`src/rtl/da_z1_accum_if.sv`:
```
// Request/result and coefficient-ROM bus of the Z1 distributed-arithmetic term
// unit. The master side is the environment (requester plus ROM). The slave side
// is the accumulator.
interface da_z1_accum_if #(
   parameter int SAMPLE_W = 8
);
   logic                       start;
   logic signed [SAMPLE_W-1:0] x0;
   logic signed [SAMPLE_W-1:0] x1;
   logic signed [SAMPLE_W-1:0] x2;
   logic signed [SAMPLE_W-1:0] x3;
   logic                       rom_cs;
   logic [2:0]                 rom_addr;
   logic signed [15:0]         rom_data;
   logic                       busy;
   logic                       done;
   logic signed [SAMPLE_W+16:0] y;

   modport master (
      output start, x0, x1, x2, x3, rom_data,
      input  rom_cs, rom_addr, busy, done, y
   );

   modport slave (
      input  start, x0, x1, x2, x3, rom_data,
      output rom_cs, rom_addr, busy, done, y
   );
endinterface

```
`src/rtl/da_z1_accum.sv`:
```
// Bit-serial distributed-arithmetic accumulator for one Z1 term.
// Four signed samples are processed MSB first, one bit-slice per cycle.
// The bits select an offset-binary ROM word, which is added into a
// shift-accumulator that is wide enough that no precision is lost.
// Optional build macro DA_ROM_CS_GATE_EN: when defined, rom_cs is asserted
// only while bit-slices are being processed. Otherwise it stays high whenever
// the block is out of reset.
module da_z1_accum #(
   parameter int SAMPLE_W = 8
) (
   input  logic          clk,
   input  logic          rst_n,
   da_z1_accum_if.slave  bus
);
   localparam int         ACC_W   = SAMPLE_W + 17;
   localparam logic [3:0] CNT_MAX = 4'(SAMPLE_W - 1);

   typedef enum logic [1:0] {IDLE, RUN, DONE} state_t;

   state_t                    state_q;
   logic [3:0]                cnt_q;
   logic [SAMPLE_W-1:0]       sr0_q, sr1_q, sr2_q, sr3_q;
   logic signed [ACC_W-1:0]   acc_q;
   logic signed [ACC_W-1:0]   y_q;
   logic                      busy_q, done_q, rom_cs_q, armed_q;

   logic                      b0, b1, b2, b3;
   logic                      in_run, accept, run_nxt;
   logic signed [16:0]        term;
   logic signed [ACC_W-1:0]   term_ext;
   logic signed [ACC_W-1:0]   acc_nxt;

   // Sign-extend the Q2.14 word by one bit before negating, so that -(-32768) fits.
   function automatic logic signed [16:0] sel_term(input logic neg, input logic signed [15:0] word);
      logic signed [16:0] w;
      w = {word[15], word};
      return neg ? -w : w;
   endfunction

   function automatic logic signed [ACC_W-1:0] sext_acc(input logic signed [16:0] t);
      return {{(ACC_W-17){t[16]}}, t};
   endfunction

   assign b0 = sr0_q[SAMPLE_W-1];
   assign b1 = sr1_q[SAMPLE_W-1];
   assign b2 = sr2_q[SAMPLE_W-1];
   assign b3 = sr3_q[SAMPLE_W-1];

   assign in_run  = (state_q == RUN);
   assign accept  = (state_q == IDLE) && bus.start && armed_q;
   assign run_nxt = accept || (in_run && (cnt_q != 4'd0));

   // Offset-binary addressing: a set x0 bit folds the table by inverting the other bits and negating the word.
   always_comb begin
      bus.rom_addr = 3'b000;
      if (in_run)
         bus.rom_addr = b0 ? ~{b1, b2, b3} : {b1, b2, b3};
   end

   assign term     = sel_term(b0, bus.rom_data);
   assign term_ext = sext_acc(term);
   // The MSB slice carries negative weight, so it seeds the accumulator with -T.
   assign acc_nxt  = (cnt_q == CNT_MAX) ? -term_ext : ((acc_q <<< 1) + term_ext);

   assign bus.busy   = busy_q;
   assign bus.done   = done_q;
   assign bus.y      = y_q;
   assign bus.rom_cs = rom_cs_q;

   // Control FSM, sample shifters, and accumulator. Every output is registered.
   always_ff @(posedge clk or negedge rst_n) begin
      if (!rst_n) begin
         state_q  <= IDLE;
         cnt_q    <= 4'd0;
         sr0_q    <= '0;
         sr1_q    <= '0;
         sr2_q    <= '0;
         sr3_q    <= '0;
         acc_q    <= '0;
         y_q      <= '0;
         busy_q   <= 1'b0;
         done_q   <= 1'b0;
         rom_cs_q <= 1'b0;
         armed_q  <= 1'b0;
      end else begin
         // The ROM output is unusable in the first cycle after reset release, so start is not armed until then.
         armed_q <= 1'b1;
`ifdef DA_ROM_CS_GATE_EN
         rom_cs_q <= run_nxt;
`else
         rom_cs_q <= 1'b1;
`endif
         done_q <= 1'b0;
         case (state_q)
            IDLE: begin
               if (accept) begin
                  sr0_q   <= bus.x0;
                  sr1_q   <= bus.x1;
                  sr2_q   <= bus.x2;
                  sr3_q   <= bus.x3;
                  cnt_q   <= CNT_MAX;
                  busy_q  <= 1'b1;
                  state_q <= RUN;
               end
            end
            RUN: begin
               acc_q <= acc_nxt;
               sr0_q <= sr0_q << 1;
               sr1_q <= sr1_q << 1;
               sr2_q <= sr2_q << 1;
               sr3_q <= sr3_q << 1;
               if (cnt_q == 4'd0) begin
                  y_q     <= acc_nxt;
                  done_q  <= 1'b1;
                  state_q <= DONE;
               end else begin
                  cnt_q <= cnt_q - 4'd1;
               end
            end
            DONE: begin
               busy_q  <= 1'b0;
               state_q <= IDLE;
            end
            default: begin
               busy_q  <= 1'b0;
               state_q <= IDLE;
            end
         endcase
      end
   end
endmodule

```
`src/flat_wrapper.sv`:
```
// flat-port wrapper written by rule: the top's interface ports become plain ports
module da_z1_accum_flat 
#(
   parameter int SAMPLE_W = 8
)
  (clk, rst_n, bus_start, bus_x0, bus_x1, bus_x2, bus_x3, bus_rom_data, bus_rom_cs, bus_rom_addr, bus_busy, bus_done, bus_y);
  da_z1_accum_if #(.SAMPLE_W(SAMPLE_W)) bus_i ();
  input  logic clk;
  input  logic rst_n;
  input wire logic [$bits(bus_i.start)-1:0] bus_start;
  input wire logic [$bits(bus_i.x0)-1:0] bus_x0;
  input wire logic [$bits(bus_i.x1)-1:0] bus_x1;
  input wire logic [$bits(bus_i.x2)-1:0] bus_x2;
  input wire logic [$bits(bus_i.x3)-1:0] bus_x3;
  input wire logic [$bits(bus_i.rom_data)-1:0] bus_rom_data;
  output wire logic [$bits(bus_i.rom_cs)-1:0] bus_rom_cs;
  output wire logic [$bits(bus_i.rom_addr)-1:0] bus_rom_addr;
  output wire logic [$bits(bus_i.busy)-1:0] bus_busy;
  output wire logic [$bits(bus_i.done)-1:0] bus_done;
  output wire logic [$bits(bus_i.y)-1:0] bus_y;
  assign bus_i.start = bus_start;
  assign bus_i.x0 = bus_x0;
  assign bus_i.x1 = bus_x1;
  assign bus_i.x2 = bus_x2;
  assign bus_i.x3 = bus_x3;
  assign bus_i.rom_data = bus_rom_data;
  assign bus_rom_cs = bus_i.rom_cs;
  assign bus_rom_addr = bus_i.rom_addr;
  assign bus_busy = bus_i.busy;
  assign bus_done = bus_i.done;
  assign bus_y = bus_i.y;
  da_z1_accum #(.SAMPLE_W(SAMPLE_W)) u_core (.clk(clk), .rst_n(rst_n), .bus(bus_i));
endmodule
```
`config.mk`:
```
export PLATFORM = sky130hd
export DESIGN_NAME = da_z1_accum_flat
export DESIGN_NICKNAME = d
export VERILOG_FILES = /design/src/rtl/da_z1_accum_if.sv /design/src/rtl/da_z1_accum.sv /design/src/flat_wrapper.sv
export SDC_FILE = /design/constraint.sdc
export NUM_CORES = 1
export LEC_CHECK = 0
export CAP_MARGIN = 10
export CORE_UTILIZATION = 54
export CTS_CLUSTER_SIZE = 25
export DETAILED_ROUTE_END_ITERATION = 6
export PLACE_DENSITY = 0.79
export SYNTH_ARGS = -nofsm -noshare
export SYNTH_HDL_FRONTEND = slang
export SYNTH_SLANG_ARGS = --single-unit
```
`constraint.sdc`:
```
create_clock -name clk -period 8.01 [get_ports clk]
set_clock_uncertainty 0.05 [all_clocks]
set_input_delay 1.602 -clock clk [delete_from_list [all_inputs] [get_ports clk]]
set_output_delay 1.602 -clock clk [all_outputs]
set_load 0.02 [all_outputs]
```
==> flow_metrics.py <==
metrics = {
    "min_path": {
        "hold_end": "u_core.bus.y[23]",
        "min-delay-start": "u_core.bus.y[23]",
        "hold_depth": 2,
        "min_path_type": "reg -> reg",
    },
    "placement": {
        "dp_hpwl_um": 10300,
        "gp_congestion": 0.889,
        "port_buffers": 81,
    },
    "synthesis": {
        "synth_flop_cell": "dfrtp_1",
        "syn_avg_cell_area_um2": 8.28,
        "netlist_area_mm2": 0.00576,
        "ys_top_cells_by_area": "dfrtp_1 39%, nand2_1 8.9%, ha_1 5.9%, xnor2_1 5.5%, a31oi_1 4.0%",
        "ys_ff_latch": 90,
        "post_synth_num_cell_types": 64,
        "async_reset_ff_share_pct": 100,
        "synth.net_count": 775,
        "synthCells": 696,
        "seq_area_frac_synth_pct": 39.1,
        "synth.largest_area_cell": "dfrtp_1",
        "synth_top_area_share_pct": 39.1,
        "yosys_warnings": 0,
        "synth-edff-count": 0,
    },
    "clocking": {
        "cts_setup_buffers": 0,
        "cts_root_buf": "clkbuf_8",
        "hold_buffers": 0,
        "cts_resized": 0,
        "cts_buffer_depth": 2,
        "clk_latency_ns": 0.38,
        "cts_max_level": 3,
        "clock-sinks": 90,
        "cts_made_buffers": 9,
        "clkTransAtPathRegs_ns": 0.10,
        "cts_tree": "done",
    },
    "drt": {
        "drt-initial-drc-count": 286,
        "drc": 0,
        "drtPass1Iterations": 5,
        "drt-total-wl_um": 14300,
        "via_per_inst": 5.79,
        "vias": 5144,
        "ant_nets": 0,
        "wl_per_cell_um": 16.1,
    },
    "global_route": {
        "grt_pass1_wl_um": 24100,
        "overflow": 0,
        "grt_use_total_pct": 27.2,
        "grt_max_degree": 77,
        "grt_pass1_vias": 5020,
        "grt_antenna_before_repair": 0,
    },
    "critical_path": {
        "crit_path_frequent_cell": "ha_1",
        "r2r_end": "u_core.acc_q[21]",
        "path_cells": "clkdlybuf4s50_1 > inv_1 > ha_1 > or3b_1 > or2_1 > o41ai_1 > o21ai_1 > ha_1 > a21o_1 > a31oi_1 > o21ai_0 > o21a_1 > a311o_1 > a21oi_1 > xor2_1 > o211ai_1",
        "reg2reg_from": "u_core.sr0_q[7]",
        "crit_slowest_cell": "ha_1",
        "cp_slowest_stage_delay_ns": 0.53,
        "rr_worst_depth": 11,
        "crit_type": "in -> reg",
        "cp-start-kind": "primary input",
        "worstSetupEndpointType": "flop",
        "arrival_ns": 6.05,
        "r2r_slack_ns": 3.59,
        "critical_path_buf_inv_count": 2,
        "crit_family": "compound AO/OA/AOI/OAI gates",
        "cp.required_ns": 8.21,
        "cp_max_fo": 10,
    },
    "floorplan": {
        "io_pins": 82,
        "fp.coreArea_mm2": 0.0103,
        "die-area_mm2": 0.0111,
        "die_w_um": 105,
        "start_util_pct": 55.8,
        "die_height_um": 105,
        "std_cell_rows": 37,
    },
    "final_layout": {
        "area.sequential_mm2": 0.00225,
        "diodes": 0,
        "multiInputGateArea_mm2": 0.00325,
        "nets": 826,
        "final_common_cell": "nand2_1",
        "final_cell_mix": "137 x nand2_1, 90 x dfrtp_1, 80 x clkdlybuf4s50_1",
        "fill_cells": 879,
        "area_delta_synth_final_pct": 18.4,
        "drive_gt1_share_pct": 4.92,
    },
    "sta": {
        "slew_headroom_pct": 23.9,
        "tightest_slew_ns": 1.14,
        "hold_viol_final": 0,
        "rsz0062_at_grt": "false",
        "finalCritPeriodShare_pct": 73.1,
        "fmax_mhz": 171,
        "finalSetupTns_ns": 0,
        "slew_viol_final": 0,
        "setup_viol": 0,
        "period_needed_ns": 5.85,
    },
    "power_and_ir_drop": {
        "combPwrFrac_pct": 64.4,
        "p_sw_mw": 1.63,
        "internal-power_mw": 1.75,
        "p_sw_share_pct": 48.2,
        "p_total_mw": 3.38,
        "power_frac_clock_pct": 10.8,
        "seq_power_share_pct": 24.8,
        "p_leak_nw": 2.97,
        "p_per_area_mw_per_mm2": 495,
        "vdd_drop_max_v": 0.000310,
    },
    "status": {
        "status": "finished, final reports clean",
    },
    "job": {
        "cap_violations": 0,
    },
}
worst register-to-register path: cells and delay by family (launching register included):
kind	cells	cell delay, ns
AOI/OAI and AO/OA	8	2.26
DFF	1	1.05
adders and majority gates	2	0.74
xor gates and xnor gates	1	0.20
sequential cells by signal (all words and copies together), names as in the netlist:
| signal | count |
|---|---|
| u_core.bus.y | 25 |
| u_core.acc_q | 24 |
| u_core.sr0_q | 8 |
| u_core.sr1_q | 8 |
| u_core.sr2_q | 8 |
| u_core.sr3_q | 8 |
| u_core.cnt_q | 4 |
| u_core.state_q | 2 |
| u_core.bus.busy | 1 |
| u_core.bus.done | 1 |
| u_core.bus.rom_cs | 1 |
routing by layer:
metal / vias to the layer above / track usage (%) / wire [µm]
met5: - / 0 / 0
met4: 0 / 10.8 / 289
met3: 21 / 3.46 / 596
met2: 145 / 45.7 / 6930
li1: 2538 / - / -
met1: 2440 / 35.7 / 6490
per-stage QoR:
step	hold WS (ns)	worst slack [ns]	std cells	utilization (%)	area (µm²)
finish	0.427	2.16	888	66.1	6820
CTS	0.433	2.16	888	66.1	6820
detailed placement	0.411	1.75	872	63.9	6600
global placement	0.409	1.93	872	63.9	6600
floorplan	0.406	2.73	696	-	5760
global route	0.463	1.76	888	66.1	6820
logic make-up (layout without fill, tap and decap cells):
group           after synthesis  after routing  share of synthesized area, %
flops                        90             90                          39.1
xor+xnor                     52             52                          8.03
other cells                   1              1                        0.0651
buf+inv                      66            122                          4.58
fa+ha+maj                    28             28                          6.21
mux                           2              2                         0.347
simple gates                268            268                          20.7
compound gates              189            189                          21.0
cell type report:
class	instances	area share, %
multi-input combinational	540	47.7
tap	136	2.49
clock buffer	9	1.82
inverter	20	1.10
timing repair buffer	86	12.4
clock inverter	7	1.54
sequential	90	33.0
how the worst max path moves through the flow:
stage,start,to,slack [ns],depth (start not counted)
5_1_grt,bus_rom_data[0],u_core.acc_q[21],1.76,16
3_5_place_dp,bus_rom_data[0],u_core.acc_q[21],1.75,16
4_1_cts,bus_rom_data[0],u_core.acc_q[21],2.16,16
2_1_floorplan,bus_rom_data[4],u_core.bus.y[24],2.73,16
3_3_place_gp,bus_rom_data[0],u_core.acc_q[21],1.93,16
6_report,bus_rom_data[0],u_core.acc_q[21],2.16,16
power by group through the flow:
stage	clock network, mW	registers, mW	logic, mW
floorplan	0	0.877	1.51
global placement	0	0.835	2.11
detailed placement	0	0.844	2.15
CTS	0.372	0.836	2.17
global route	0.388	0.865	2.41
finish	0.365	0.837	2.17
cells in the mapped netlist (all sizes together) (4+ instances only):
cell / count
inv: 19
buf: 6
nor4: 5
nand2b: 4
a31oi: 37
a21o: 16
nor2b: 4
nand4: 5
o21a: 4
clkbuf: 40
o41ai: 7
nor2: 60
xnor2: 36
dfrtp: 90
or3: 7
nand3: 11
nand2: 137
and3: 6
nor3: 9
or4: 4
o31ai: 5
a21oi: 29
o21ai: 60
xor2: 16
ha: 27
and2: 4
o211ai: 7
No activity file was read; power rests on OpenSTA's default activity.
